[config.mk]
export PLATFORM = sky130hd
export DESIGN_NAME = mux_scan_ctrl_flat
export DESIGN_NICKNAME = d
export VERILOG_FILES = /design/src/rtl/mux_scan_ctrl_if.sv /design/src/rtl/mux_scan_ctrl.sv /design/src/flat_wrapper.sv
export SDC_FILE = /design/constraint.sdc
export NUM_CORES = 1
export LEC_CHECK = 0
export ABC_AREA = 0
export BUFFER_PORTS_ARGS = -buffer_cell sky130_fd_sc_hd__buf_4
export CORE_ASPECT_RATIO = 0.8
export CORE_MARGIN = 2
export CORE_UTILIZATION = 50
export CTS_CLUSTER_SIZE = 28
export DETAILED_ROUTE_END_ITERATION = 16
export PLACE_DENSITY = 0.71
export SYNTH_ARGS = -nofsm -noshare
export SYNTH_HDL_FRONTEND = slang
export SYNTH_SLANG_ARGS = --single-unit
[constraint.sdc]
create_clock -name clk -period 1.8 [get_ports clk]
set_input_delay 0.54 -clock clk [delete_from_list [all_inputs] [get_ports clk]]
set_output_delay 0.54 -clock clk [all_outputs]
set_load 0.005 [all_outputs]
[src/rtl/mux_scan_ctrl_if.sv]
// Bundle of scan-controller signals between the controller, the 4:1 mux and the consumer.
// The master side is the controller; the slave side is the mux/consumer environment.
interface mux_scan_ctrl_if;
  logic       start;
  logic [3:0] mask;
  logic       y;
  logic [1:0] s;
  logic [3:0] data;
  logic       valid;
  logic       ready;
  logic       busy;

  modport master (
    input  start, mask, y, ready,
    output s, data, valid, busy
  );

  modport slave (
    output start, mask, y, ready,
    input  s, data, valid, busy
  );
endinterface

[src/rtl/mux_scan_ctrl.sv]
// Steps a 4:1 mux through its enabled channels, waits DWELL cycles on each,
// samples y into a 4-bit word and presents the word on a valid/ready handshake.
module mux_scan_ctrl #(
  parameter int DWELL = 2
) (
  input  logic           clk,
  input  logic           rst,
  mux_scan_ctrl_if.master bus
);

  localparam logic [1:0] ST_IDLE   = 2'd0;
  localparam logic [1:0] ST_SETTLE = 2'd1;
  localparam logic [1:0] ST_HOLD   = 2'd2;
  localparam logic [3:0] LP_LAST   = 4'(DWELL - 1);

  logic [1:0] r_state;
  logic [1:0] r_idx;
  logic [3:0] r_cnt;
  logic [3:0] r_mask;
  logic [3:0] r_shadow;
  logic [3:0] r_data;
  logic       r_valid;

  logic [1:0] w_firstIdx;
  logic [1:0] w_nextIdx;
  logic       w_hasNext;
  logic [3:0] w_captured;

  // Descending scans leave the lowest qualifying bit as the final assignment.
  always_comb begin
    w_firstIdx = 2'd0;
    w_nextIdx  = r_idx;
    w_hasNext  = 1'b0;
    for (int k = 3; k >= 0; k--) begin
      if (bus.mask[k]) begin
        w_firstIdx = 2'(k);
      end
      if (r_mask[k] && (k > int'(r_idx))) begin
        w_hasNext = 1'b1;
        w_nextIdx = 2'(k);
      end
    end
  end

  assign w_captured = r_shadow | (4'(bus.y) << r_idx);

  always_ff @(posedge clk or posedge rst) begin
    if (rst) begin
      r_state  <= ST_IDLE;
      r_idx    <= 2'd0;
      r_cnt    <= 4'd0;
      r_mask   <= 4'd0;
      r_shadow <= 4'd0;
      r_data   <= 4'd0;
      r_valid  <= 1'b0;
    end else begin
      case (r_state)
        ST_IDLE: begin
          if (bus.start) begin
            r_mask   <= bus.mask;
            r_shadow <= 4'd0;
            if (bus.mask != 4'd0) begin
              r_idx   <= w_firstIdx;
              r_cnt   <= 4'd0;
              r_state <= ST_SETTLE;
            end else begin
              r_data  <= 4'd0;
              r_valid <= 1'b1;
              r_state <= ST_HOLD;
            end
          end
        end
        ST_SETTLE: begin
          if (r_cnt == LP_LAST) begin
            r_shadow <= w_captured;
            if (w_hasNext) begin
              r_idx <= w_nextIdx;
              r_cnt <= 4'd0;
            end else begin
              r_data  <= w_captured;
              r_valid <= 1'b1;
              r_state <= ST_HOLD;
            end
          end else begin
            r_cnt <= r_cnt + 4'd1;
          end
        end
        ST_HOLD: begin
          if (bus.ready) begin
            r_valid <= 1'b0;
            r_state <= ST_IDLE;
          end
        end
        default: begin
          r_state <= ST_IDLE;
        end
      endcase
    end
  end

  // The mux is parked on channel 0 whenever no channel is being settled.
  assign bus.s     = (r_state == ST_SETTLE) ? r_idx : 2'b00;
  assign bus.data  = r_data;
  assign bus.valid = r_valid;
  assign bus.busy  = (r_state != ST_IDLE);

endmodule
[src/flat_wrapper.sv]
// flat-port wrapper written by rule: the top's interface ports become plain ports
module mux_scan_ctrl_flat 
#(
  parameter int DWELL = 2
)
  (clk, rst, bus_start, bus_mask, bus_y, bus_ready, bus_s, bus_data, bus_valid, bus_busy);
  mux_scan_ctrl_if bus_i ();
  input  logic clk;
  input  logic rst;
  input wire logic [$bits(bus_i.start)-1:0] bus_start;
  input wire logic [$bits(bus_i.mask)-1:0] bus_mask;
  input wire logic [$bits(bus_i.y)-1:0] bus_y;
  input wire logic [$bits(bus_i.ready)-1:0] bus_ready;
  output wire logic [$bits(bus_i.s)-1:0] bus_s;
  output wire logic [$bits(bus_i.data)-1:0] bus_data;
  output wire logic [$bits(bus_i.valid)-1:0] bus_valid;
  output wire logic [$bits(bus_i.busy)-1:0] bus_busy;
  assign bus_i.start = bus_start;
  assign bus_i.mask = bus_mask;
  assign bus_i.y = bus_y;
  assign bus_i.ready = bus_ready;
  assign bus_s = bus_i.s;
  assign bus_data = bus_i.data;
  assign bus_valid = bus_i.valid;
  assign bus_busy = bus_i.busy;
  mux_scan_ctrl #(.DWELL(DWELL)) u_core (.clk(clk), .rst(rst), .bus(bus_i));
endmodule
==> flow_summary.yaml <==
status:
  status: "completed"
layout:
  ff_latch_area_um2: 500
  filler_cell_count: 173
  finish.instance_area_um2: 1430
  layout_common_cells: "sky130_fd_sc_hd__buf_4 (30), sky130_fd_sc_hd__dfrtp_1 (20), sky130_fd_sc_hd__nand2_1 (18)"
  multiInputGateArea_um2: 603
  antenna-diode-count: 0
  design.final.nets: 168
  postLayoutCoreUtil_pct: 66.3
  layout.cells.most_common: "sky130_fd_sc_hd__buf_4"
  final_layout_size_suffix_gt1_share_pct: 29.0
  layout-area-overhead-vs-synth_pct: 24.9
setup_path:
  cp_data_required_time_ns: 1.26
  start_kind: "register"
  crit_path_cell_trace: "buf_6, or2_4, buf_6"
  critPathTopFamily: "flip-flops"
  timing.critical_path.slowest_cell_delay_ns: 0.41
  crit_path_max_fanout: 2
  cp_slowest_cell: "sky130_fd_sc_hd__dfrtp_1"
  cp_num_buf_inv: 2
  worst_ep_arrival_time_ns: 1.18
  critical-path-top-cell-by-count: "sky130_fd_sc_hd__buf_6"
  timing_worst_setup_path_type: "register to primary output"
  critical_path.endpoint_type: "primary output"
run:
  drv.max_cap_violation_count: 0
sta:
  fmax_mhz: 582
  slew_headroom_pct: 71.0
  timing_hold_violations_final: 0
  worst_slew_pin_slew_ns: 0.432
  worst_slack_ns: 0.0809
  final_max_slew_viol_count: 0
  report.final.setup_viol: 0
  post_route_skew_ns: 0.0127
  finalCritPeriodShare_pct: 95.5
  timing.final.crit_period_ns: 1.72
  rsz_0062_raised_after_global_routing: "false"
route:
  post_drt_wl_per_cell_um: 14.4
  final_antenna_net_count: 0
  drt_first_pass_iters: 4
  detail_route.vias_per_cell: 5.66
  route.vias.total: 1019
  finalWirelength_um: 2590
  drc_errors: 0
  drt-initial-drc-count: 31
floorplanning:
  count_of_boundary_i_o_pins: 17
  floorplan.die.width_um: 57.5
  initial_utilization_pct: 53.1
  floorplan.rows: 15
  die-area_um2: 2690
  vertical_die_dimension_um: 46.8
  placeableCoreArea_um2: 2160
placement:
  postPlaceCellArea_um2: 1380
  finalWeightedCongestion: 0.851
  dpl_worst_slack_ns: -0.166
  dpl_hpwl_um: 1980
  numPortBuffers: 16
power_and_ir_drop:
  post-layout-total-power_w: 0.00243
  power-per-cell-area_nw_per_um2: 1700
  worst_ir_drop_vdd_mv: 1.15
  p_leak_nw: 0.700
clocking:
  cts_max_level: 1
  clock_buffers_created_by_tritoncts: 3
  clock_tree.buffer_depth: 2
  cts_tree: "yes"
  clock_sinks: 20
  cts_hold_buf: 0
  worst_setup_hold_path_clk_slew_ns: 0.11
  clkLatencyLatePin_ns: 0.30
  clk_root_buffer_cell: "sky130_fd_sc_hd__clkbuf_4"
global_routing:
  grt_pass1_vias: 909
  gr-usage-all-layers_pct: 21.4
  first_pass_grt_wire_length_um: 4200
  number_of_antenna_violations_at_the_first_check_in_global_routing: 0
  grt_max_degree: 21
  globalRoute.totalOverflow: 0
yosys:
  synth_area_per_cell_um2: 9.24
  synth.distinct_cells: 42
  syn_nets: 135
  ys_warn_count: 0
  seq_area_frac_synth_pct: 43.7
  ys_seq_elements: 20
  syn-instance-count: 124
  synthesis.area_um2: 1150
hold_path:
  worst_hold_path_type: "primary input to async pin"
==> state kept, by name, indices dropped and copies added (netlist names) <==
name	flops
u_core.r_shadow	4
u_core.bus.data	4
u_core.r_cnt	4
u_core.r_state	2
u_core.r_idx	2
u_core.bus.valid	1
u_core.r_mask	3
==> cell families after synthesis <==
logic type	count (synthesis)	synth area share (%)
multiplexers	3	3.60
AO/OA/AOI/OAI	38	22.3
flip-flops	20	43.7
adder cells (fa/ha/maj)	2	2.18
AND/OR/NAND/NOR	50	23.9
buffers and inverters	11	4.37
==> cells in the mapped netlist (all sizes together) <==
master / n / area [um^2]
o21ai: 13 / 68.8
o21bai: 1 / 7.51
clkbuf: 1 / 3.75
o31ai: 3 / 22.5
nand4: 1 / 6.26
ha: 2 / 25.0
a31oi: 1 / 6.26
a22oi: 1 / 7.51
or4: 1 / 11.3
or2: 1 / 6.26
inv: 7 / 26.3
or2b: 1 / 7.51
nor2b: 2 / 15.0
nor4: 1 / 6.26
nor2: 5 / 18.8
nor3b: 3 / 27.5
a2bb2oi: 1 / 8.76
nand2b: 4 / 25.0
o32ai: 2 / 17.5
buf: 3 / 20.0
nand2: 18 / 67.6
o221ai: 4 / 35.0
a211oi: 1 / 7.51
nor3: 2 / 15.0
and3b: 2 / 17.5
mux2: 3 / 41.3
and3: 1 / 6.26
dfrtp: 20 / 500
and2: 3 / 18.8
o32a: 2 / 21.3
o211ai: 1 / 7.51
a21oi: 7 / 35.0
nand3: 5 / 25.0
o211a: 1 / 10.0
==> routing by layer <==
| layer | GRT usage, % | wire length [um] | part of all wire [%] |
|---|---|---|---|
| met1 | 27.4 | 1210 | 47 |
| met2 | 36.1 | 1240 | 48 |
| met3 | 6.06 | 115 | 4.4 |
| met4 | 6.51 | 23 | 0.89 |
| met5 | 0 | 0 | 0 |
==> area by class of cell <==
| type | count | area share [%] |
|---|---|---|
| Multi-Input combinational cell | 93 | 42.1 |
| Clock buffer | 3 | 1.57 |
| Inverter | 7 | 1.84 |
| Timing Repair Buffer | 32 | 17.3 |
| Tap cell | 25 | 2.19 |
| Sequential cell | 20 | 35.0 |
==> power breakdown <==
part,internal [W],switching [W]
registers,0.000645,0.000177
clock network,0.0000781,0.000134
logic,0.000706,0.000688
==> final timing paths <==
path / startpoint / to / cells past startpoint / slack (ns)
max: u_core.r_state[0] / bus_busy / 3 / 0.08
min: rst / u_core.r_state[1] / 3 / 0.25
max reg2reg: u_core.r_state[1] / u_core.r_idx[0] / 5 / 0.14
min reg2reg: u_core.r_shadow[2] / u_core.r_shadow[2] / 2 / 0.48
max in group asynchronous: rst / u_core.bus.data[0] / 3 / 1.33
min in group clk: bus_ready / u_core.r_state[1] / 2 / 0.42
==> what timing repair did <==
action                                 in CTS  in global routing
gates resized for setup                     2                  2
gates cloned                                0                  0
endpoints found under the hold margin       0                  0
setup endpoints to repair                   3                  2
setup buffers                               1                  1
==> worst register-to-register path, stage by stage (launching register included) <==
cell and delay, ns:
sky130_fd_sc_hd__dfrtp_1 0.44, sky130_fd_sc_hd__nor2b_4 0.17, sky130_fd_sc_hd__buf_4 0.14, sky130_fd_sc_hd__o21ai_2 0.06, sky130_fd_sc_hd__o32a_2 0.43, sky130_fd_sc_hd__mux2_4 0.30
==> metrics by stage <==
| step | setup TNS, ns | cells | hold WS [ns] |
|---|---|---|---|
| floorplan | 0 | 124 | 0.441 |
| global placement | -0.799 | 175 | 0.454 |
| detailed placement | -1.03 | 175 | 0.460 |
| CTS | 0 | 179 | 0.255 |
| global route | 0 | 180 | 0.268 |
| finish | 0 | 180 | 0.249 |
Power figures use the tool's default switching activity.
